**src/rtl/bk_pkg.sv**
```systemverilog
// Shared definitions for the Brent-Kung prefix adders: FSM states, log2 helper
// and the up/down-sweep index predicates that define the prefix tree.
package bk_pkg;

  typedef enum logic [1:0] {IDLE, UP, DOWN, DONE} bk_state_t;

  function automatic int bk_log2(input int n);
    int r;
    r = 0;
    for (int i = 0; i < 31; i++) begin
      if ((1 << i) < n) r = i + 1;
    end
    return r;
  endfunction

  // Up-sweep: bit j combines with j-2^lvl when j closes a block of 2^(lvl+1).
  function automatic logic bk_up_sel(input int j, input int lvl);
    return ((j + 1) % (1 << (lvl + 1))) == 0;
  endfunction

  // Down-sweep: fills the mid-block bits; j == 2^lvl-1 is already complete.
  function automatic logic bk_dn_sel(input int j, input int lvl);
    return (((j + 1) % (1 << (lvl + 1))) == (1 << lvl)) && (j > (1 << lvl));
  endfunction

endpackage

```
**src/rtl/carry_op.sv**
```systemverilog
// Brent-Kung prefix operator: (G,P)hi o (G,P)lo.
module carry_op (
  input  logic gh_i,
  input  logic ph_i,
  input  logic gl_i,
  input  logic pl_i,
  output logic g_o,
  output logic p_o
);

  assign g_o = gh_i | (ph_i & gl_i);
  assign p_o = ph_i & pl_i;

endmodule

```
**src/rtl/bk_iter_adder_ctrl.sv**
```systemverilog
// Iterative Brent-Kung adder: one rank of carry_op cells walks the up- and
// down-sweep trees level by level, with valid/ready on both sides.
module bk_iter_adder_ctrl
  import bk_pkg::*;
#(
  parameter int N = 8
) (
  input  logic         clk,
  input  logic         rst_n,
  input  logic         in_valid,
  output logic         in_ready,
  input  logic [N-1:0] a,
  input  logic [N-1:0] b,
  input  logic         cin,
  output logic         out_valid,
  input  logic         out_ready,
  output logic [N-1:0] sum,
  output logic         cout
);

  localparam int L  = bk_log2(N);
  localparam int LW = (L > 1) ? $clog2(L) : 1;

  bk_state_t      state_q, state_d;
  logic [LW-1:0]  lvl_q, lvl_d;
  logic [N-1:0]   g_q, g_d, p_q, p_d, po_q, po_d;
  logic           cin_q, cin_d;
  logic [N-1:0]   sum_q, sum_d;
  logic           cout_q, cout_d;
  logic           ov_q, ov_d;
  logic           ir_q, ir_d;

  logic [N-1:1]   sel, gl, pl, gc, pc;
  logic [N-1:0]   g_nx, p_nx;
  logic           accept;

  // Per-bit operand muxes: the low input and the enable depend on state/lvl.
  // NOTE: every always_comb output gets a default first so no latch is inferred.
  always_comb begin
    sel = '0;
    gl  = '0;
    pl  = '0;
    for (int j = 1; j < N; j++) begin
      for (int l = 0; l < L; l++) begin
        if (lvl_q == LW'(l)) begin
          if (state_q == UP   && bk_up_sel(j, l)) sel[j] = 1'b1;
          if (state_q == DOWN && bk_dn_sel(j, l)) sel[j] = 1'b1;
          if (j >= (1 << l)) begin
            gl[j] = g_q[j - (1 << l)];
            pl[j] = p_q[j - (1 << l)];
          end
        end
      end
    end
  end

  for (genvar j = 1; j < N; j++) begin : g_rank
    carry_op u_op (
      .gh_i (g_q[j]),
      .ph_i (p_q[j]),
      .gl_i (gl[j]),
      .pl_i (pl[j]),
      .g_o  (gc[j]),
      .p_o  (pc[j])
    );
  end

  always_comb begin
    g_nx[0] = g_q[0];
    p_nx[0] = p_q[0];
    for (int j = 1; j < N; j++) begin
      g_nx[j] = sel[j] ? gc[j] : g_q[j];
      p_nx[j] = sel[j] ? pc[j] : p_q[j];
    end
  end

  assign accept = in_valid && ir_q;

  always_comb begin
    state_d = state_q;
    lvl_d   = lvl_q;
    g_d     = g_q;
    p_d     = p_q;
    po_d    = po_q;
    cin_d   = cin_q;
    sum_d   = sum_q;
    cout_d  = cout_q;
    ov_d    = ov_q;
    unique case (state_q)
      IDLE: begin
        if (accept) begin
          po_d    = a ^ b;
          p_d     = a ^ b;
          g_d     = a & b;
          g_d[0]  = (a[0] & b[0]) | ((a[0] ^ b[0]) & cin);
          cin_d   = cin;
          lvl_d   = '0;
          state_d = UP;
        end
      end
      UP: begin
        g_d = g_nx;
        p_d = p_nx;
        if (lvl_q == LW'(L - 1)) begin
          lvl_d   = LW'(L - 2);
          state_d = DOWN;
        end else begin
          lvl_d = lvl_q + LW'(1);
        end
      end
      DOWN: begin
        g_d = g_nx;
        p_d = p_nx;
        if (lvl_q == '0) begin
          sum_d   = po_q ^ {g_nx[N-2:0], cin_q};
          cout_d  = g_nx[N-1];
          ov_d    = 1'b1;
          state_d = DONE;
        end else begin
          lvl_d = lvl_q - LW'(1);
        end
      end
      DONE: begin
        if (out_ready) begin
          ov_d    = 1'b0;
          state_d = IDLE;
        end
      end
      default: state_d = IDLE;
    endcase
  end

  // in_ready tracks the next state so it is low while reset is held.
  assign ir_d = (state_d == IDLE);

  // NOTE: sequential state uses non-blocking assignments only.
  // NOTE: the G/P working registers are reset too, so no stale tree survives a reset.
  always_ff @(posedge clk or negedge rst_n) begin
    if (!rst_n) begin
      state_q <= IDLE;
      lvl_q   <= '0;
      g_q     <= '0;
      p_q     <= '0;
      po_q    <= '0;
      cin_q   <= 1'b0;
      sum_q   <= '0;
      cout_q  <= 1'b0;
      ov_q    <= 1'b0;
      ir_q    <= 1'b0;
    end else begin
      state_q <= state_d;
      lvl_q   <= lvl_d;
      g_q     <= g_d;
      p_q     <= p_d;
      po_q    <= po_d;
      cin_q   <= cin_d;
      sum_q   <= sum_d;
      cout_q  <= cout_d;
      ov_q    <= ov_d;
      ir_q    <= ir_d;
    end
  end

  assign in_ready  = ir_q;
  assign out_valid = ov_q;
  assign sum       = sum_q;
  assign cout      = cout_q;

endmodule

```
**config.mk**
```make
export PLATFORM = sky130hd
export DESIGN_NAME = bk_iter_adder_ctrl
export DESIGN_NICKNAME = d
export VERILOG_FILES = /design/src/rtl/bk_pkg.sv /design/src/rtl/carry_op.sv /design/src/rtl/bk_iter_adder_ctrl.sv
export SDC_FILE = /design/constraint.sdc
export NUM_CORES = 1
export LEC_CHECK = 0
export ABC_AREA = 1
export BUFFER_PORTS_ARGS = -buffer_cell sky130_fd_sc_hd__buf_2
export CORE_ASPECT_RATIO = 1.25
export CORE_MARGIN = 2
export CORE_UTILIZATION = 52
export DETAILED_ROUTE_END_ITERATION = 8
export GPL_TIMING_DRIVEN = 0
export PLACE_DENSITY = 0.83
export SYNTH_ARGS = -nofsm -noshare
export SYNTH_HDL_FRONTEND = slang
export SYNTH_SLANG_ARGS = --single-unit
```
**constraint.sdc**
```tcl
create_clock -name clk -period 1.7 [get_ports clk]
set_clock_uncertainty 0.1 [all_clocks]
set_input_delay 0.17 -clock clk [delete_from_list [all_inputs] [get_ports clk]]
set_output_delay 0.17 -clock clk [all_outputs]
set_load 0.01 [all_outputs]
```
# ---- Word-level counts from Yosys, hierarchy flattened
# Index checks and enable logic that the tools add are counted.
# W data, S select, Z words.
dict set report totals {
  ff_bits 40
  input_bits 21
  rom_bits 0
  latchBits 0
  mem_count 0
  wordCells 154
  ram_bits 0
}
dict set report classes {
  n_mul 0
  magnitude_cmp 0
  addsub 2
  n_eq_ne 14
  n_bitwise 29
  n_shift 0
  reduce_logical 19
  div_mod_pow 0
  mux 74
}
# cell count
set ops {}
lappend ops {{$mux W1} 60}
lappend ops {{$pmux W8 S2} 2}
lappend ops {{$reduce_and A3 Y1} 8}
lappend ops {{$and A1 B1 Y1} 16}
lappend ops {{$mux W8} 2}
lappend ops {{$xor A8 B8 Y8} 2}
lappend ops {{$mux W2} 7}
lappend ops {{$ne A2 B1 Y1 const B} 6}
lappend ops {{$and A8 B8 Y8} 1}
lappend ops {{$or A1 B1 Y1} 8}
lappend ops {{$pmux W2 S4} 1}
lappend ops {{$eq A2 B2 Y1 const B} 3}
lappend ops {{$logic_not A2 Y1} 3}
lappend ops {{$ne A2 B2 Y1 const B} 3}
lappend ops {{$pmux W2 S3} 1}
lappend ops {{$reduce_and A2 Y1} 3}
lappend ops {{$eq A2 B1 Y1 const B} 2}
lappend ops {{$reduce_bool A2 Y1} 2}
lappend ops {{$reduce_bool A3 Y1} 1}
lappend ops {{$add A2 B1 Y2 const B} 1}
lappend ops {{$pmux W1 S2} 1}
lappend ops {{$reduce_or A2 Y1} 1}
lappend ops {{$sub A2 B1 Y2 const B} 1}
lappend ops {{$logic_and A1 B1 Y1} 1}
lappend ops {{other kinds (2)} 2}

# ---- Longest topological paths before layout
dict set report logic_depth {
  ltp_word 9
  depth_mapped 11
  ltp_nobuf 11
}

# ---- Cells and area by module
# Synthesis repeated with hierarchy kept, for this count alone.
dict set report hier_totals {
  cells_unflattened 353
  hier_area_um2 2648.8
}
# mod n_inst area_per_inst_um2 cells_per_inst
set modules_own_cells {}
lappend modules_own_cells {bk_iter_adder_ctrl 1 2517.4 318}
lappend modules_own_cells {carry_op 7 18.8 5}

# ---- Worst setup path after synthesis
# Ideal clock, no wire load.
dict set report synth_path {
  path_type {register -> register}
  start {register state_q[0]}
  end {register p_q[6]}
  period_less_slack_ns 1.590
  path_stages_with_launch 10
  arrival_ns 1.374
  slack_ns 0.110
  n_path_buf 0
  t_required_ns 1.484
  setup_time_ns 0.116
  path_cell_list {dfrtp_1 -> inv_1 -> ha_1 -> inv_1 -> o21ai_1 -> inv_1 -> nor2_1 -> nand2_1 -> nand2_1 -> nand2_1}
}
dict set report synth_between {
  elab_chain_cells 5
  word_cells_on_any_way 11
  cone_classes {4 x eq/ne; 3 x mux; 4 x reduce/logical}
}
# item line_no
set synth_lines {}
lappend synth_lines {{start, declared} bk_iter_adder_ctrl.sv:24} ;# bk_state_t state_q, state_d;
lappend synth_lines {{start signal, assigned} bk_iter_adder_ctrl.sv:151} ;# state_q <= state_d;
lappend synth_lines {{$eq A2 B2 Y1} {bk_iter_adder_ctrl.sv:47, bk_iter_adder_ctrl.sv:89}}
lappend synth_lines {{$mux W1} bk_iter_adder_ctrl.sv:47} ;# if (state_q == DOWN && bk_dn_sel(j, l)) sel[j] = 1'b1;
lappend synth_lines {{$mux W1} bk_iter_adder_ctrl.sv:45} ;# if (lvl_q == LW'(l)) begin
lappend synth_lines {{$ne A2 B1 Y1 (no line)} n/a}
lappend synth_lines {{$reduce_and A3 Y1 (no line)} n/a}
lappend synth_lines {{end signal, assigned} bk_iter_adder_ctrl.sv:154} ;# p_q <= p_d;
lappend synth_lines {{end, declared} bk_iter_adder_ctrl.sv:26} ;# logic [N-1:0] g_q, g_d, p_q, p_d, po_q, po_d;
# Several ways; a longest one is shown, not always the timed one. The select of a mux whose other input is x is not followed.
# A chain may end at the register's enable or synchronous reset.

# ---- Worst setup path in the final report
dict set report layout_path {
  start {register lvl_q[1]}
  end {register sum_q[3], in the netlist sum[3]}
}
dict set report layout_between {
  elab_chain_cells 7
  word_cells_on_any_way 10
  cone_classes {1 x eq/ne; 4 x mux; 3 x bitwise; 2 x reduce/logical}
}
# item line_no
set layout_lines {}
lappend layout_lines {{start, declared} bk_iter_adder_ctrl.sv:25} ;# logic [LW-1:0] lvl_q, lvl_d;
lappend layout_lines {{start signal, assigned} bk_iter_adder_ctrl.sv:152} ;# lvl_q <= lvl_d;
lappend layout_lines {{$logic_not A2 Y1} {bk_iter_adder_ctrl.sv:45, bk_iter_adder_ctrl.sv:114}}
lappend layout_lines {{$mux W1 (2 in series)} bk_iter_adder_ctrl.sv:45}
lappend layout_lines {{$and A1 B1 Y1} carry_op.sv:11} ;# assign g_o = gh_i | (ph_i & gl_i);
lappend layout_lines {{$or A1 B1 Y1} carry_op.sv:11}
lappend layout_lines {{$mux W1} bk_iter_adder_ctrl.sv:72} ;# g_nx[j] = sel[j] ? gc[j] : g_q[j];
lappend layout_lines {{$xor A8 B8 Y8} bk_iter_adder_ctrl.sv:115} ;# sum_d = po_q ^ {g_nx[N-2:0], cin_q};
lappend layout_lines {{end signal, assigned} bk_iter_adder_ctrl.sv:157} ;# sum_q <= sum_d;
lappend layout_lines {{end, declared} bk_iter_adder_ctrl.sv:28} ;# logic [N-1:0] sum_q, sum_d;
# Several ways; a longest one is shown, not always the timed one.

==> flow_summary.ini <==
[synth]
synth_top_area_cell = sky130_fd_sc_hd__dfrtp_1
synth-compound-area-share_pct = 12.1
synth_mux_area_share_pct = 0
yosys.cell_types.count = 27
synth.area.top_cells = sky130_fd_sc_hd__dfrtp_1, sky130_fd_sc_hd__nand2_1, sky130_fd_sc_hd__ha_1
synthesis.instances = 348
synth_xor_area_share_pct = 1.05
synth-adder-area-share_pct = 9.47
yosysWarnings = 0
main_combinational_cell_family_by_area_after_synthesis = simple AND/OR/NAND/NOR gates
ys_seq_area_share_pct = 39.9
synth-seq-cells = 40
post_synth.cell_area_avg_sq_um = 7.22
syn_nets = 388
synth_top_area_share_pct = 39.9
mappedNetlistArea_sq_um = 2510
post_synth_and_or_nand_nor_area_fraction_pct = 29.1

[worst_setup_path]
cp_data_required_time_ns = 1.80
worstSetupEndpointType = register
setup.reg_to_reg.worst_slack_ns = 0.001
timing.critical_path.arrival_ns = 1.80
cp-start-kind = register
crit_path_max_fanout = 10
path_class = reg -> reg

[clock_network]
clock_path_buffers = 2
cts.reportedPaths.clkPinSlew_ns = 0.08
cts.root.buffer_cell = sky130_fd_sc_hd__clkbuf_8
cts-htree-levels = 2
clock_latency_ns = 0.30
cts_tree = done
cts_sinks = 40
numCtsBuffers = 5

[cells_and_area]
syn2layout_area_growth_pct = 25.4
design.final.nets = 441
post_route_standard_cell_area_excluding_fillers_sq_um = 3150
layout-drive-gt1-share_pct = 24.6
layout.filler_cells = 411
diodes = 0

[floorplan]
die_area_sq_um = 5400
die_width_um = 66.2
die_h_um = 81.7
floorplan.initialDensity_pct = 53.5
placementRows = 28
num_io_pins = 32
coreArea_sq_um = 4690

[place]
post_dp_cell_area_sq_um = 2740
dp_hpwl_um = 4540
place_worst_setup_slack_ns = -0.181
globalplace.congestion = 0.942
buffer_ports.inserted = 31

[sta]
finalHoldViolations = 0
worst_slack_ns = 0.00131
setup_violations = 0
fin_hold_ws_ns = 0.00250
grt_setup_unrepaired = yes
max_freq_mhz = 589
worst_pin_slew_ns = 0.910
finalCriticalPeriod_ns = 1.70
slew_headroom_pct = 39.3
layout_worst_path_cycle_share_pct = 99.9
slew_violations = 0

[grt]
grt_first_pass_wirelength_um = 10200
grt_antenna_before_repair = 0
grt_max_degree = 41
remaining_global_route_overflow = 0
vias_in_the_first_global_route = 2270
track_usage_pct = 25.2

[pwr]
internal_power_mw = 3.20
switchingPower_mw = 2.71
power.clock.fraction_pct = 14.3
power.ir.vdd_worst_mv = 1.15
p_seq_share_pct = 29.1
sw_frac_of_total_pct = 45.9
pwr-share-comb_pct = 56.6
power.static_leakage_nw = 1.63
power_density_nw_per_um2 = 1880

[status]
status = finished clean

[route]
detail_route.vias_per_cell = 5.36
postRouteAntennaNets = 0
wl_per_cell_um = 14.6
drtPass1Iterations = 5
drc = 0
detailedRoute.firstIterationViolations = 163
drt_wl_total_um = 6750
via_count = 2478

[flow_run]
timing.max_cap.violations = 0

[worst_hold_path]
hp-class = in -> reg
-- cell usage in the layout, fill, tap and decap left out, drive strengths merged --
| master | instances |
|---|---|
| o21ai | 30 |
| bufinv | 1 |
| ha | 19 |
| a31oi | 3 |
| clkbuf | 10 |
| o22ai | 3 |
| inv | 41 |
| nand4 | 2 |
| nand2 | 124 |
| buf | 50 |
| o211ai | 3 |
| dfrtp | 40 |
| xor2 | 1 |
| nor2 | 30 |
| clkinv | 1 |
| a21oi | 18 |
| nand3 | 22 |
| nor3 | 1 |
| xnor2 | 2 |
| dlygate4sd3 | 1 |
-- cell families (layout without fill, tap and decap cells) --
| group | count (synthesis) | in the layout |
|---|---|---|
| compound gates | 57 | 57 |
| xor+xnor | 3 | 3 |
| fa+ha+maj | 19 | 19 |
| buf+inv | 50 | 104 |
| flops | 40 | 40 |
| simple gates | 179 | 179 |
-- metal layers --
layer  up-vias  track usage [%]  wire length, um  part of all wire, %
met1      1158             30.4             2750                   41
li1       1215                -                -                    -
met4         0             11.2              147                  2.2
met5         -                0                0                    0
met3        21             4.38              345                  5.1
met2        84             43.8             3510                   52
-- through the flow --
| step | cells | total power, mW | util [%] | setup TNS (ns) |
|---|---|---|---|---|
| 6_report | 462 | 5.91 | 67.1 | 0 |
| 5_1_grt | 462 | 6.34 | 67.1 | -0.710 |
| 4_1_cts | 453 | 5.42 | 63.4 | -0.0124 |
| 3_5_place_dp | 439 | 4.38 | 58.4 | -2.53 |
| 3_3_place_gp | 439 | 4.29 | 58.4 | -1.64 |
| 2_1_floorplan | 348 | 3.61 | - | 0 |
-- state kept, by name (all words and copies together) (netlist names) --
signal,flops
g_q,8
cout,1
po_q,8
cin_q,1
in_ready,1
sum,8
lvl_q,2
out_valid,1
state_q,2
p_q,8
-- power by group through the flow --
stage / clock network [mW] / registers [mW] / logic (mW)
6_report: 0.843 / 1.72 / 3.35
5_1_grt: 0.880 / 1.77 / 3.69
4_1_cts: 0.839 / 1.70 / 2.88
3_5_place_dp: 0 / 1.73 / 2.66
3_3_place_gp: 0 / 1.71 / 2.58
2_1_floorplan: 0 / 1.70 / 1.91
-- final timing paths --
| check | startpoint | endpoint | cells after the start |
|---|---|---|---|
| worst min-delay path | cin | cin_q | 3 |
| worst max register to register | lvl_q[1] | sum[3] | 10 |
| worst max-delay path | lvl_q[1] | sum[3] | 10 |
| worst min register to register | sum[4] | sum[4] | 2 |
| max in group asynchronous | rst_n | state_q[0] | 2 |
| min in group asynchronous | rst_n | po_q[7] | 2 |
-- cell usage after synthesis (all sizes together) --
library cell  count
o211ai            3
nor3              1
xor2              1
xnor2             2
inv              40
nand4             2
o22ai             3
a31oi             3
nand2           124
buf               8
clkinv            1
a21oi            18
dfrtp            40
clkbuf            1
nor2             30
nand3            22
o21ai            30
ha               19
-- timing repair --
item	CTS	global route
gates cloned	0	1
setup buffers	5	8
endpoints found under the hold margin	40	0
hold buffers	1	0
resized for setup	20	27
pin swaps	2	8
endpoints found under the setup margin	24	31
-- worst max-delay path, stage by stage, from the launching register on --
cell                      delay [ns]
sky130_fd_sc_hd__dfrtp_1        0.43
sky130_fd_sc_hd__inv_4          0.12
sky130_fd_sc_hd__ha_4           0.17
sky130_fd_sc_hd__nand2_2        0.11
sky130_fd_sc_hd__inv_4          0.10
sky130_fd_sc_hd__buf_8          0.15
sky130_fd_sc_hd__nand4_2        0.13
sky130_fd_sc_hd__nand2_2        0.10
sky130_fd_sc_hd__nand2_1        0.06
sky130_fd_sc_hd__nand3_1        0.06
sky130_fd_sc_hd__nand2_1        0.05
-- area by class of cell --
cell class	instances	area, sq um	share of cell area (%)
buffer	9	81.3	2.58
clock buffer	6	82.6	2.62
clock inverter	2	38.8	1.23
inverter	41	166	5.28
multi-input combinational	258	1410	44.8
sequential	40	1000	31.9
tap	60	75.1	2.38
timing repair buffer	46	292	9.26
No activity file was read; power rests on OpenSTA's default activity.
